[src/rtl/seq_pattern_generator.sv]
// Bit-serial pattern transmitter: shifts a latched pattern out MSB-first, repeated.
// Optional inter-repetition zero gap is compiled in with SEQ_GEN_GAP_EN.
module seq_pattern_generator #(
  parameter int PAT_W   = 4,
  parameter int RPT_W   = 4,
  parameter int GAP_LEN = 2
) (
  input  logic             clk,
  input  logic             rst_n,
  input  logic             pat_valid,
  output logic             pat_ready,
  input  logic [PAT_W-1:0] pat_data,
  input  logic [RPT_W-1:0] pat_rpt,
  input  logic             abort,
  output logic             seq,
  output logic             busy,
  output logic             done
);

  localparam int BW = $clog2(PAT_W);
  localparam logic [BW-1:0] LAST_BIT = BW'(PAT_W - 1);

`ifdef SEQ_GEN_GAP_EN
  localparam bit GAP_ON = (GAP_LEN != 0);
  localparam int GW = (GAP_LEN > 1) ? $clog2(GAP_LEN) : 1;
  localparam logic [GW-1:0] GAP_LAST = GW'(GAP_LEN - 1);

  typedef enum logic [1:0] {
    ST_IDLE,
    ST_SHIFT,
    ST_GAP
  } state_t;

  logic [GW-1:0] r_gapcnt;
`else
  // Without the gap feature GAP_LEN has no effect on the stream.
  localparam bit GAP_ON = 1'b0 && (GAP_LEN != 0);

  typedef enum logic {
    ST_IDLE,
    ST_SHIFT
  } state_t;
`endif

  state_t           r_state;
  logic [PAT_W-1:0] r_shift;
  logic [BW-1:0]    r_bitcnt;
  logic [RPT_W-1:0] r_rpt;
  logic             r_seq;
  logic             r_done;

  function automatic logic [PAT_W-1:0] rotl(
    input logic [PAT_W-1:0] v
  );
    return {v[PAT_W-2:0], v[PAT_W-1]};
  endfunction

  always_ff @(posedge clk or negedge rst_n) begin
    if (!rst_n) begin
      r_state  <= ST_IDLE;
      r_shift  <= '0;
      r_bitcnt <= '0;
      r_rpt    <= '0;
      r_seq    <= 1'b0;
      r_done   <= 1'b0;
`ifdef SEQ_GEN_GAP_EN
      r_gapcnt <= '0;
`endif
    end else begin
      r_done <= 1'b0;
      unique case (r_state)
        ST_IDLE: begin
          if (pat_valid) begin
            r_state  <= ST_SHIFT;
            r_seq    <= pat_data[PAT_W-1];
            r_shift  <= rotl(pat_data);
            r_bitcnt <= '0;
            r_rpt    <= pat_rpt;
          end
        end
        ST_SHIFT: begin
          if (abort) begin
            r_state <= ST_IDLE;
            r_seq   <= 1'b0;
          end else if (r_bitcnt == LAST_BIT) begin
            if (r_rpt == '0) begin
              r_state <= ST_IDLE;
              r_seq   <= 1'b0;
              r_done  <= 1'b1;
            end else begin
              r_rpt    <= r_rpt - 1'b1;
              r_bitcnt <= '0;
`ifdef SEQ_GEN_GAP_EN
              if (GAP_ON) begin
                r_state  <= ST_GAP;
                r_seq    <= 1'b0;
                r_gapcnt <= '0;
              end else begin
                r_seq   <= r_shift[PAT_W-1];
                r_shift <= rotl(r_shift);
              end
`else
              r_seq   <= r_shift[PAT_W-1];
              r_shift <= rotl(r_shift);
`endif
            end
          end else begin
            r_bitcnt <= r_bitcnt + 1'b1;
            r_seq    <= r_shift[PAT_W-1];
            r_shift  <= rotl(r_shift);
          end
        end
`ifdef SEQ_GEN_GAP_EN
        ST_GAP: begin
          if (abort) begin
            r_state <= ST_IDLE;
            r_seq   <= 1'b0;
          end else if (r_gapcnt == GAP_LAST) begin
            r_state <= ST_SHIFT;
            r_seq   <= r_shift[PAT_W-1];
            r_shift <= rotl(r_shift);
          end else begin
            r_gapcnt <= r_gapcnt + 1'b1;
          end
        end
`endif
        default: begin
          r_state <= ST_IDLE;
          r_seq   <= 1'b0;
        end
      endcase
    end
  end

  assign pat_ready = (r_state == ST_IDLE);
  assign busy      = (r_state != ST_IDLE);
  assign seq       = r_seq;
  assign done      = r_done;

endmodule

[config.mk]
export PLATFORM = sky130hd
export DESIGN_NAME = seq_pattern_generator
export DESIGN_NICKNAME = d
export VERILOG_FILES = /design/src/rtl/seq_pattern_generator.sv
export SDC_FILE = /design/constraint.sdc
export NUM_CORES = 1
export LEC_CHECK = 0
export BUFFER_PORTS_ARGS = -buffer_cell sky130_fd_sc_hd__buf_2
export CAP_MARGIN = 20
export CORE_MARGIN = 2
export CORE_UTILIZATION = 50
export CTS_CLUSTER_SIZE = 8
export DETAILED_ROUTE_END_ITERATION = 16
export PLACE_DENSITY_LB_ADDON = 0.12
export SYNTH_ARGS = -nofsm -noshare
export SYNTH_HDL_FRONTEND = slang
export SYNTH_SLANG_ARGS = --single-unit
[constraint.sdc]
create_clock -name clk -period 2 [get_ports clk]
set_input_delay 0.4 -clock clk [delete_from_list [all_inputs] [get_ports clk]]
set_output_delay 0.4 -clock clk [all_outputs]
set_load 0.01 [all_outputs]
* Yosys cells after proc, flatten, opt, wreduce, memory -nomap -nowiden
Cells that the tools add are included.
** Word-level totals
- Flip-flop bits (word level) :: 13
- Bits of input ports :: 12
- Output and inout port bits :: 4
- Word-level logic and storage cells :: 47
** Cells by class
- $add $sub $neg :: 2
- Equality and inequality tests :: 6
- Muxes and demuxes :: 29
- Bitwise gates (word level) :: 1
- Reductions and logical operators :: 3
** Operators with widths (number)
- 4-bit 2-to-1 mux :: 8
- 4-bit one-hot mux with 2 select lines :: 2
- 1-bit 2-to-1 mux :: 12
- 2-bit 2-to-1 mux :: 4
- 2-bit != test, second input constant :: 3
- 4-bit zero test :: 1
- 1-bit one-hot mux with 2 select lines :: 2
- 2-bit one-hot mux with 2 select lines :: 1
- 4-bit AND reduction :: 1
- 4-bit by 1-bit subtractor with 4-bit output, second input constant :: 1
- 3-bit != test, second input constant :: 1
- 3-bit AND reduction :: 1
- 2-bit by 1-bit adder with 2-bit output, second input constant :: 1
- 2-bit == test, second input constant :: 1
- 2-bit by 1-bit != test with 1-bit output, second input constant :: 1
- 1-bit NOT :: 1

* Logic depth before layout (Yosys ltp)
Gate-level depths: netlist (run 1).
- Word-level depth :: 5
- Gate-level depth with buffers :: 5
- Mapped depth without buffers :: 5

* Worst setup path before layout (run 1)
OpenSTA, ideal clock, no wires.
- Path kind :: register -> register
- Start :: register r_rpt[0]
- End :: register r_rpt[1]
- Setup time :: 0.124 ns
- Data arrival time :: 1.219 ns
- Required time :: 1.876 ns
- Slack :: 0.657 ns
- Stages on the path, launching flop included :: 6
- Buffers on the path :: 0
- Clock period less this slack :: 1.343 ns
- Path through :: dfrtp_1 inv_1 ha_1 a21oi_2 nor2b_1 a211o_1
** On the way
- Cells in the longest elaborated chain, start to end :: 5
- Elaborated cells between the ends (all ways) :: 8
- Those cells by class :: add/sub: 1; eq/ne: 1; mux: 4; reduce/logical: 2
** Ends and longest elaborated chain
- start: declaration :: RTL line 48 : logic [RPT_W-1:0] r_rpt;
- start signal: assignment :: RTL line 78 : r_rpt <= pat_rpt;
- start signal: assignment :: RTL line 91 : r_rpt <= r_rpt - 1'b1;
- 4-bit by 1-bit subtractor with 4-bit output :: RTL line 91
- 4-bit 2-to-1 mux :: RTL line 86 : if (r_rpt == '0) begin
- 4-bit 2-to-1 mux :: RTL line 85 : end else if (r_bitcnt == LAST_BIT) begin
- 4-bit 2-to-1 mux :: RTL line 82 : if (abort) begin
- 4-bit one-hot mux with 2 select lines :: RTL line 71 : unique case (r_state)
Parallel ways exist; a longest one is shown, timed or not. The select of a mux whose other input is x is not followed.
A chain may end at the register's enable or synchronous reset.

* Worst setup path in the final report (run 1)
- Start :: register r_state, in the netlist busy
- End :: output pat_ready
** On the way
- Cells in the longest elaborated chain, start to end :: 1
** Ends and longest elaborated chain
- start: declaration :: RTL line 45 : state_t r_state;
- start signal: assignment :: RTL line 60 : r_state <= ST_IDLE;
- start signal: assignment :: RTL line 74 : r_state <= ST_SHIFT;
- start signal: assignment :: RTL line 83 : r_state <= ST_IDLE;
- 1-bit NOT
- end: declaration :: RTL line 11 : output logic pat_ready,
Every way passes these cells.

==> summary.txt, run 1 <==
Layout
  – Diodes inserted: 0
  – Fill count: between 100 and 150
  – Layout cell share with drive strength beyond 1: between 20% and 30%
  – Fin nets: slightly above 100
  – Utilization after layout: 61.9%
  – Area Overhead vs Synth: 17.3%
  – Most frequent cells in the layout: buf_2, dfrtp_1, nand2_1
  – Leading cell type in the layout, fill and taps excluded: buf_2

Timing
  – Unrepaired setup endpoints after global routing: false
  – Period utilization: between 70% and 80%
  – Setup Viol. Count Final: 0
  – Worst-Margin Slew: 0.356 ns
  – Setup tns final: 0 ns
  – Slew HR: approximately three quarters
  – Skew final: between 0.0009 and 0.001 ns
  – FMAX: roughly 0.63 GHz
  – Max Slew Vio Count: 0
  – Fin. Hold Viols: 0
  – Min Tclk post-route: roughly 1.6 ns

Yosys
  – Post-Syn Area per Cell: 9.97 µm²
  – Mapped Area: 678 µm²
  – Syn_nets: between 80 and 90
  – Synth Warn #: 0
  – Seq/Total Area, Yosys: between 40% and 50%
  – Synth cell types: 28
  – Synth Register Bits: 13
  – Synth Instances: just under 70

Global route
  – M2 GR Usage: 34.8%
  – First-pass GRT wire length: about 2.5 mm
  – Initial antenna violation count: 0
  – Most Used Layer, Global Route: met2
  – Vias in the first global route: 571
  – Pin count of the biggest net entering global routing: 14
  – M1 GR Usage: roughly 31%
  – Congestion Overflow GR: 0
  – M3 GR Usage: just under 9%
  – Total track usage: 24.3%

Pwr
  – Power Density: 1060 nW/µm²
  – Power share of the clock group: 20.2%
  – Int Power: approximately 530 µW
  – Switching share of power: a little under two fifths
  – Sequential share of power: around 50%
  – Comb power frac: between 30% and 40%
  – Worst vdd ir: between 0.0004 and 0.0005 V
  – Psw: 314 µW
  – Leakage power total: roughly 0.00037 µW

Clocking
  – H-tree levels: 1
  – Clock sink count: 13
  – Clk_lat worst skew: ~0.28 ns
  – CTS Hold Bufs: 1
  – Clock root buffer: clkbuf_4
  – CTS tree: built
  – CTS Buffer Depth: 2
  – Num CTS Buffers: 3
  – Clock transition at path regs: approximately 0.080 ns
  – Postcts setup bufs: 0
  – Post-CTS sizing: 0

Critical path
  – Worst Setup End Kind: primary output
  – Reg2reg setup slack: between 0.4 and 0.5 ns
  – CP Max Fanout: 10
  – CP max stage delay: between 0.5 and 0.6 ns
  – CP Class: reg -> out
  – Worst path cell trace: inv_2 > buf_2
  – Worst EP arrival: about 1.2 ns
  – Critical Path Source Type: flip-flop
  – R2r endpoint: r_rpt[1]$_DFFE_PN0P_
  – R2R Path Start: r_rpt[0]$_DFFE_PN0P_
  – FF-to-FF path depth: 5
  – Critical-path top delay cell: dfrtp_1
  – WP data required: ~1.6 ns

Worst hold path
  – Hold endpoint: r_bitcnt[0]$_DFFE_PN0P_
  – Hold crit path type: in -> reg
  – Worst hold stages: 2
  – Hold path start: abort

Routing
  – Post-route DRC: 0
  – Antenna Nets Post-Route: 0
  – DR pass1 iterations: 4
  – Vias after detailed routing: 599
  – Wire per inst: ~15 µm
  – Final wirelength: between 1.5 and 2 mm
  – Via/cell ratio: approximately 5.9
  – Initial drt markers: 14

Placement
  – Placer Congestion: just under 0.8
  – Post-DP HPWL: roughly 1.1 mm
  – Port Buffers: 15

Outcome
  – Status: complete, no violations

Floorplanning
  – Number of I/O pins: 16
  – Die X: a little over 40 µm
  – Die H: about 41 µm
  – Initial core utilization: 52.8%
  – Row cnt: 13
  – Total die area: about 1700 µm²
  – Core Region: between 1000 and 1500 µm²

Flow run
  – Max_cap viols: 0
-- routing by layer --
layer	share of wire [%]	routed length (µm)
met1	47	715
met2	45	689
met3	5.2	79
met4	2.3	35
met5	0	0
-- how the worst max path moves through the flow --
stage / cells after the start / to / slack, ns / start
6_report: 2 / pat_ready / 0.42 / busy$_DFF_PN0_
5_1_grt: 2 / pat_ready / 0.33 / busy$_DFF_PN0_
4_1_cts: 2 / pat_ready / 0.42 / busy$_DFF_PN0_
3_5_place_dp: 5 / r_rpt[1]$_DFFE_PN0P_ / 0.51 / r_rpt[0]$_DFFE_PN0P_
3_3_place_gp: 5 / r_rpt[1]$_DFFE_PN0P_ / 0.52 / r_bitcnt[0]$_DFFE_PN0P_
2_1_floorplan: 5 / r_rpt[1]$_DFFE_PN0P_ / 0.66 / r_rpt[0]$_DFFE_PN0P_
-- metrics by stage --
| stage | cell area (µm²) | hold slack, ns | worst slack [ns] | total power [µW] | instances |
|---|---|---|---|---|---|
| 2_1_floorplan | 678 | 0.104 | 0.657 | 596 | 68 |
| 3_3_place_gp | 759 | 0.304 | 0.524 | 663 | 96 |
| 3_5_place_dp | 759 | 0.305 | 0.509 | 675 | 96 |
| 4_1_cts | 796 | 0.326 | 0.423 | 845 | 101 |
| 5_1_grt | 796 | 0.311 | 0.331 | 902 | 101 |
| 6_report | 796 | 0.325 | 0.419 | 841 | 101 |
-- power groups by stage --
stage	clock network, µW	logic [µW]	registers [µW]
global route	189	285	428
CTS	173	255	417
detailed placement	0	252	422
global placement	0	244	419
floorplan	0	194	401
finish	170	253	418
-- cells by family (layout without fill, tap and decap cells) --
kind of cell / count (synthesis) / in the layout / share of synthesized area [%]
multiplexers: 2 / 2 / 2.95
AO/OA/AOI/OAI: 21 / 21 / 23.8
buffers and inverters: 6 / 24 / 4.06
flip-flops: 13 / 13 / 48.0
adder cells (fa/ha/maj): 2 / 2 / 3.69
AND/OR/NAND/NOR: 24 / 24 / 17.5
-- area by class of cell --
| cell class | count | area, µm² | share of cell area, % |
|---|---|---|---|
| flip-flops and latches | 13 | 325 | 40.9 |
| multi-input cells | 49 | 325 | 40.9 |
| repair buffers | 16 | 85.1 | 10.7 |
| clock buffers | 4 | 26.3 | 3.30 |
| well taps | 15 | 18.8 | 2.36 |
| inverters | 4 | 15.0 | 1.89 |
-- cells in the mapped netlist --
cell type | n | area, µm²
nand2_1 | 8 | 30.0
nor3_1 | 3 | 15.0
mux2i_1 | 2 | 20.0
nand3b_2 | 1 | 11.3
o32ai_1 | 3 | 26.3
a21oi_1 | 1 | 5.00
dfrtp_1 | 13 | 325
nand3_1 | 1 | 5.00
nand2b_1 | 1 | 6.26
a211oi_1 | 6 | 45.0
a31oi_1 | 1 | 6.26
o211ai_1 | 1 | 7.51
nor2_1 | 7 | 26.3
a31oi_2 | 1 | 12.5
a21oi_2 | 1 | 8.76
o41ai_1 | 1 | 8.76
inv_2 | 1 | 3.75
nor2_2 | 1 | 6.26
inv_1 | 3 | 11.3
buf_2 | 1 | 5.00
ha_1 | 2 | 25.0
nor2b_1 | 1 | 6.26
nor4_2 | 1 | 12.5
o22ai_1 | 3 | 18.8
o21ai_0 | 1 | 5.00
a211o_1 | 1 | 8.76
a31o_2 | 1 | 8.76
buf_4 | 1 | 7.51
-- critical path: cells and delay by family, from the launching register on --
kind / cells / cell delay, ns
buf+inv: 2 / 0.34
flops: 1 / 0.56
-- registers in the layout, summed over array words and instances (netlist names) --
name and flops:
done 1, seq 1, busy 1, r_bitcnt 2, r_shift 4, r_rpt 4
(Power assumes the default switching activity.)
==> inputs of run 2 (changes only) <==
Clock period 2 ns to 1.5 ns, I/O delays scaled along.
==> run 2 against run 1 <==
Against the previous run: setup slack got worse by 0.33 ns; sequential cell count did not move; largest power group unchanged; via count rose by 2.2%.
==> summary.txt, run 2 (synthesized netlist as in run 1, its figures left out) <==
Outcome
  – Status: complete, no violations

Timing
  – Slew HR: 74.2% (-2.0 points)
  – Worst-Margin Slew: 0.381 ns (+0.0255 ns)
  – Min Tclk post-route: around 1.4 ns
  – Max Slew Vio Count: 0 (unchanged)
  – Skew final: 0.000345 ns (-0.000574 ns)
  – Fin. Hold Viols: 0 (unchanged)
  – Period utilization: 94.3%
  – Setup Viol. Count Final: 0 (unchanged)
  – FMAX: approximately 0.7 GHz

Clocking
  – CTS Buffer Depth: 2 (unchanged)
  – Clk_lat worst skew: 0.27 ns (about the same)
  – Clock transition at path regs: 0.08 ns (about the same)
  – CTS tree: built
  – Clock root buffer: clkbuf_4
  – Clock sink count: 13 (unchanged)
  – H-tree levels: 1 (unchanged)
  – Num CTS Buffers: 3 (unchanged)

Critical path
  – CP max stage delay: 0.40 ns (-0.16 ns)
  – Critical-path top delay cell: dfrtp_1
  – Critical Path Source Type: flip-flop
  – Worst EP arrival: 1.58 ns (+0.40 ns)
  – CP delay by family, top: compound AO/OA/AOI/OAI gates
  – CP Max Fanout: 6 (-4)
  – FF-to-FF path depth: 5 (unchanged)
  – Worst path depth: 5 (+3)
  – WP data required: 1.66 ns (+0.06 ns)
  – CP Class: reg -> reg
  – Worst Setup End Kind: flip-flop
  – Worst path cell trace: ha_2 > nand3b_4 > a21oi_4 > a211oi_1 > a211o_1
  – Bufs and invs on worst path: 0 (-2)

Routing
  – Wire per inst: 15.0 µm (-0.39%)
  – Via/cell ratio: 5.77 (-2.6%)
  – Post-route DRC: 0 (unchanged)
  – DR pass1 iterations: 4 (unchanged)
  – Vias after detailed routing: 612 (+2.2%)
  – Antenna Nets Post-Route: 0 (unchanged)
  – Initial drt markers: 13 (-1)
  – Final wirelength: 1.59 mm (+4.5%)

Layout
  – Utilization after layout: 67.3% (+5.4 points)
  – Area Overhead vs Synth: 27.5%
  – Layout cell share with drive strength beyond 1: 36.3% (+7.2 points)
  – Leading cell type in the layout, fill and taps excluded: buf_2
  – Diodes inserted: 0 (unchanged)
  – Most frequent cells in the layout: buf_2, dfrtp_1, nand2_1
  – Regs by FF count: r_rpt x4, r_shift x4, r_bitcnt x2
  – Fin nets: 106 (+5.0%)

Global route
  – Initial antenna violation count: 0 (unchanged)
  – Pin count of the biggest net entering global routing: 14 (unchanged)
  – Vias in the first global route: 504 (-12%)
  – Total track usage: 20.0% (-4.2 points)
  – First-pass GRT wire length: 2.21 mm (-13%)
  – Congestion Overflow GR: 0 (unchanged)

Pwr
  – Power share of the clock group: 18.2% (-2.0 points)
  – Switching share of power: 37.4% (about the same)
  – Int Power: 745 µW (+41%)
  – Sequential share of power: 46.7% (-3.0 points)
  – Pwr Total: 1190 µW (+41%)
  – Power Density: 1380 nW/µm² (+30%)
  – Psw: 444 µW (+41%)
  – Comb power frac: 35.1% (+5.0 points)
  – Leakage power total: 0.000405 µW (+11%)
  – Worst vdd ir: 0.000710 V (+42%)

Placement
  – Port Buffers: 15 (unchanged)
  – Post-DP HPWL: 1.06 mm (-4.1%)
  – Placer Congestion: 0.765 (-2.5%)

Floorplanning
  – Die X: 40.8 µm (unchanged)
  – Number of I/O pins: 16 (unchanged)
  – Row cnt: 13 (unchanged)
  – Core Region: 1280 µm² (unchanged)
  – Initial core utilization: 52.8% (unchanged)
  – Total die area: 1670 µm² (unchanged)
  – Die H: 40.8 µm (unchanged)

Worst hold path
  – Worst hold stages: 2 (unchanged)
  – Hold crit path type: in -> reg

Flow run
  – Max_cap viols: 0 (unchanged)
==> run 2: stage by stage <==
step | std cells | hold slack [ns] | worst slack (ns) | cell area (µm²) | setup TNS, ns
floorplan | 68 | 0.00441 | 0.157 | 678 | 0
global placement | 98 | 0.198 | 0.0246 | 774 | 0
detailed placement | 98 | 0.204 | 0.0329 | 774 | 0
CTS | 103 | 0.235 | 0.0154 | 812 | 0
global route | 106 | 0.232 | -0.000524 | 865 | -0.000524
finish | 106 | 0.235 | 0.0855 | 865 | 0
==> run 2: worst paths after layout <==
path | start | to | slack (ns)
min in group asynchronous | rst_n | r_bitcnt[1]$_DFFE_PN0P_ | 0.44
max in group asynchronous | rst_n | busy$_DFF_PN0_ | 0.80
setup reg to reg | r_bitcnt[0]$_DFFE_PN0P_ | r_rpt[1]$_DFFE_PN0P_ | 0.09
hold reg to reg | r_shift[3]$_DFFE_PN0P_ | seq$_DFFE_PN0P_ | 0.53
setup / recovery | r_bitcnt[0]$_DFFE_PN0P_ | r_rpt[1]$_DFFE_PN0P_ | 0.09
hold / removal | pat_rpt[1] | r_rpt[1]$_DFFE_PN0P_ | 0.24
==> run 2: repair_timing <==
action                                 CTS  global route
hold buffers                             1             0
gates resized for setup                  1             5
endpoints found under the hold margin   13             0
setup buffers                            0             3
setup endpoints to repair                1             7
==> run 2: final cells by class <==
class | instances | area (µm²)
clock buffers | 4 | 26.3
fillers | 94 | 420
inverters | 4 | 15.0
multi-input cells | 49 | 355
flip-flops and latches | 13 | 327
well taps | 15 | 18.8
repair buffers | 21 | 123
==> run 2: routing by layer <==
| layer | wire, µm | GRT usage [%] |
|---|---|---|
| met5 | 0 | 0 |
| met4 | 0 | 5.00 |
| met2 | 768 | 28.5 |
| met3 | 114 | 4.89 |
| met1 | 705 | 29.8 |
==> run 2: power by group through the flow <==
stage                     combinational (µW)  clock (µW)  sequential [µW]
after global routing                     458         240              564
after CTS                                362         222              549
after global placement                   352           0              553
after detailed placement                 357           0              556
after floorplan                          259           0              535
final                                    417         217              555
==> inputs of run 3 (changes only) <==
Settings changed: CORE_MARGIN 2 to 3.
==> run 3 against run 2 <==
Against the previous run: largest power group unchanged; critical endpoint unchanged; die area rose by 10%; non-clock buffer count decreased by 4; fmax fell by 0.48%; wire length shrank 9.6%.
==> summary.txt, run 3 (synthesized netlist as in run 1, its figures left out) <==
Outcome
  – Status: complete, no violations

Flow run
  – Max_cap viols: 0 (unchanged)

Critical path
  – Critical Path Source Type: flip-flop
  – FF-to-FF path depth: 5 (unchanged)
  – Worst EP arrival: 1.59 ns (about the same)
  – Reg2reg setup slack: 0.08 ns (about the same)
  – CP max stage delay: 0.39 ns (about the same)
  – Worst path depth: 5 (unchanged)
  – Worst Setup End Kind: flip-flop
  – CP Class: reg -> reg
  – CP endpoint: r_rpt[1]$_DFFE_PN0P_
  – R2r endpoint: r_rpt[1]$_DFFE_PN0P_
  – WP data required: 1.67 ns (about the same)
  – Worst path cell trace: ha_2 > nand3b_2 > a21oi_4 > a211oi_1 > a211o_1
  – Bufs and invs on worst path: 0 (unchanged)
  – CP startpoint: r_bitcnt[0]$_DFFE_PN0P_
  – CP delay by family, top: compound AO/OA/AOI/OAI gates
  – Critical-path top delay cell: dfrtp_1
  – CP Max Fanout: 6 (unchanged)
  – R2R Path Start: r_bitcnt[0]$_DFFE_PN0P_

Routing
  – Initial drt markers: 23 (+10)
  – Via/cell ratio: 5.95 (+3.1%)
  – Final wirelength: 1.44 mm (-9.6%)
  – Post-route DRC: 0 (unchanged)
  – Vias after detailed routing: 601 (-1.8%)
  – DR pass1 iterations: 4 (unchanged)
  – Antenna Nets Post-Route: 0 (unchanged)
  – Wire per inst: 14.2 µm (-5.2%)

Layout
  – Utilization after layout: 69.6% (+2.3 points)
  – Regs by FF count: r_rpt x4, r_shift x4, r_bitcnt x2
  – Fin nets: 102 (-3.8%)
  – Layout Cells excl Fill: 101 (-4.7%)
  – Layout cell share with drive strength beyond 1: 33.3% (-2.9 points)
  – Fin area: 826 µm² (-4.5%)
  – Leading cell type in the layout, fill and taps excluded: buf_2
  – Area Overhead vs Synth: 21.8%
  – Diodes inserted: 0 (unchanged)
  – Most frequent cells in the layout: buf_2, dfrtp_1, nand2_1

Pwr
  – Psw: 427 µW (-3.9%)
  – Sequential share of power: 47.5% (+0.8 points)
  – Worst vdd ir: 0.000726 V (+2.3%)
  – Leakage power total: 0.000369 µW (-8.9%)
  – Switching share of power: 36.8% (-0.56 points)
  – Power share of the clock group: 18.7% (+0.5 points)
  – Power Density: 1400 nW/µm² (+2.1%)
  – Comb power frac: 33.9% (-1.2 points)
  – Pwr Total: 1160 µW (-2.4%)
  – Int Power: 733 µW (-1.6%)

Clocking
  – Clk_lat worst skew: 0.28 ns (about the same)
  – CTS tree: built
  – Clock root buffer: clkbuf_4
  – Clock sink count: 13 (unchanged)
  – Clock transition at path regs: 0.07 ns (about the same)
  – Num CTS Buffers: 3 (unchanged)
  – CTS Buffer Depth: 2 (unchanged)
  – Postcts setup bufs: 0 (unchanged)
  – H-tree levels: 1 (unchanged)

Placement
  – Port Buffers: 15 (unchanged)
  – Post-DP HPWL: 1.14 mm (+7.5%)
  – Area after DPL: 766 µm² (-1.1%)
  – Placer Congestion: 0.817 (+6.7%)
  – Placed cells: 96 (-2.0%)

Floorplanning
  – Total die area: 1830 µm² (+10%)
  – Die X: 42.8 µm (+4.9%)
  – Die H: 42.8 µm (+4.9%)
  – Number of I/O pins: 16 (unchanged)
  – Initial core utilization: 57.2% (+4.4 points)
  – Core Region: 1190 µm² (-7.7%)
  – Row cnt: 12 (-1)

Timing
  – FMAX: 0.704 GHz (-0.48%)
  – Hold WS: 0.235 ns (-0.000576 ns)
  – Unrepaired setup endpoints after global routing: true
  – Fin. Hold Viols: 0 (unchanged)
  – Slew HR: 75.6% (+1.4 points)
  – Setup Viol. Count Final: 0 (unchanged)
  – Skew final: 0.00751 ns (+0.00716 ns)
  – Min Tclk post-route: 1.42 ns (+0.00689 ns)
  – Period utilization: 94.8% (+0.46 points)
  – Worst-Margin Slew: 0.361 ns (-0.0203 ns)
  – Max Slew Vio Count: 0 (unchanged)

Worst hold path
  – Hold crit path type: in -> reg

Global route
  – Initial antenna violation count: 0 (unchanged)
  – Congestion Overflow GR: 0 (unchanged)
  – Vias in the first global route: 542 (+7.5%)
  – Pin count of the biggest net entering global routing: 14 (unchanged)
  – Most Used Layer, Global Route: met2
  – First-pass GRT wire length: 2.52 mm (+14%)
  – Total track usage: 18.6% (-1.4 points)
  – M2 GR Usage: 27.8% (-0.67 points)
  – M3 GR Usage: 7.63% (+2.7 points)
  – M1 GR Usage: 24.4% (-5.4 points)
==> run 3: cell count changes in the layout (fill, tap and decap cells not counted), sizes merged <==
cell and change:
buf -4
==> run 3: final cells by class <==
| cell class | instances | area (µm²) |
|---|---|---|
| Multi-Input combinational cell | 49 | 348 |
| Sequential cell | 13 | 327 |
| Timing Repair Buffer | 17 | 92.6 |
| Clock buffer | 4 | 26.3 |
| Tap cell | 14 | 17.5 |
| Inverter | 4 | 15.0 |
| Fill cell | 92 | 360 |
==> run 3: how the worst min path moves through the flow <==
stage | from | end | slack, ns | cells past startpoint
final | pat_rpt[1] | r_rpt[1]$_DFFE_PN0P_ | 0.23 | 2
after CTS | pat_rpt[1] | r_rpt[1]$_DFFE_PN0P_ | 0.23 | 2
after floorplan | rst_n | busy$_DFF_PN0_ | 0.004 | 0
after global placement | rst_n | busy$_DFF_PN0_ | 0.20 | 1
after detailed placement | rst_n | busy$_DFF_PN0_ | 0.21 | 1
after global routing | pat_rpt[1] | r_rpt[1]$_DFFE_PN0P_ | 0.22 | 2
==> run 3: stage by stage <==
stage | TNS [ns] | setup slack, ns
floorplan | 0 | 0.157
global placement | 0 | 0.0644
detailed placement | 0 | 0.0196
CTS | 0 | 0.00441
global route | -0.0223 | -0.0131
finish | 0 | 0.0786
==> run 3: power by group through the flow <==
stage | clock network (µW) | registers, µW | logic [µW]
finish | 216 | 551 | 393
global route | 247 | 567 | 445
CTS | 224 | 547 | 370
detailed placement | 0 | 552 | 368
global placement | 0 | 551 | 346
floorplan | 0 | 535 | 259
==> run 3: timing repair <==
item / in CTS / in global routing
setup endpoints to repair: 0 / 10
hold buffers: 1 / 0
resized for setup: 0 / 5
hold endpoints to repair: 13 / 0
==> run 3: per-layer routing <==
layer / vias to the layer above / wire length [µm]
met5: - / 0
met4: 0 / 18
met3: 4 / 99
met2: 22 / 642
met1: 281 / 674
li1: 294 / -
==> run 3: worst reg2reg max path: stages, from the launching register on <==
cell and delay [ns]:
dfrtp_1 0.39, ha_2 0.24, nand3b_2 0.16, a21oi_4 0.22, a211oi_1 0.07, a211o_1 0.22
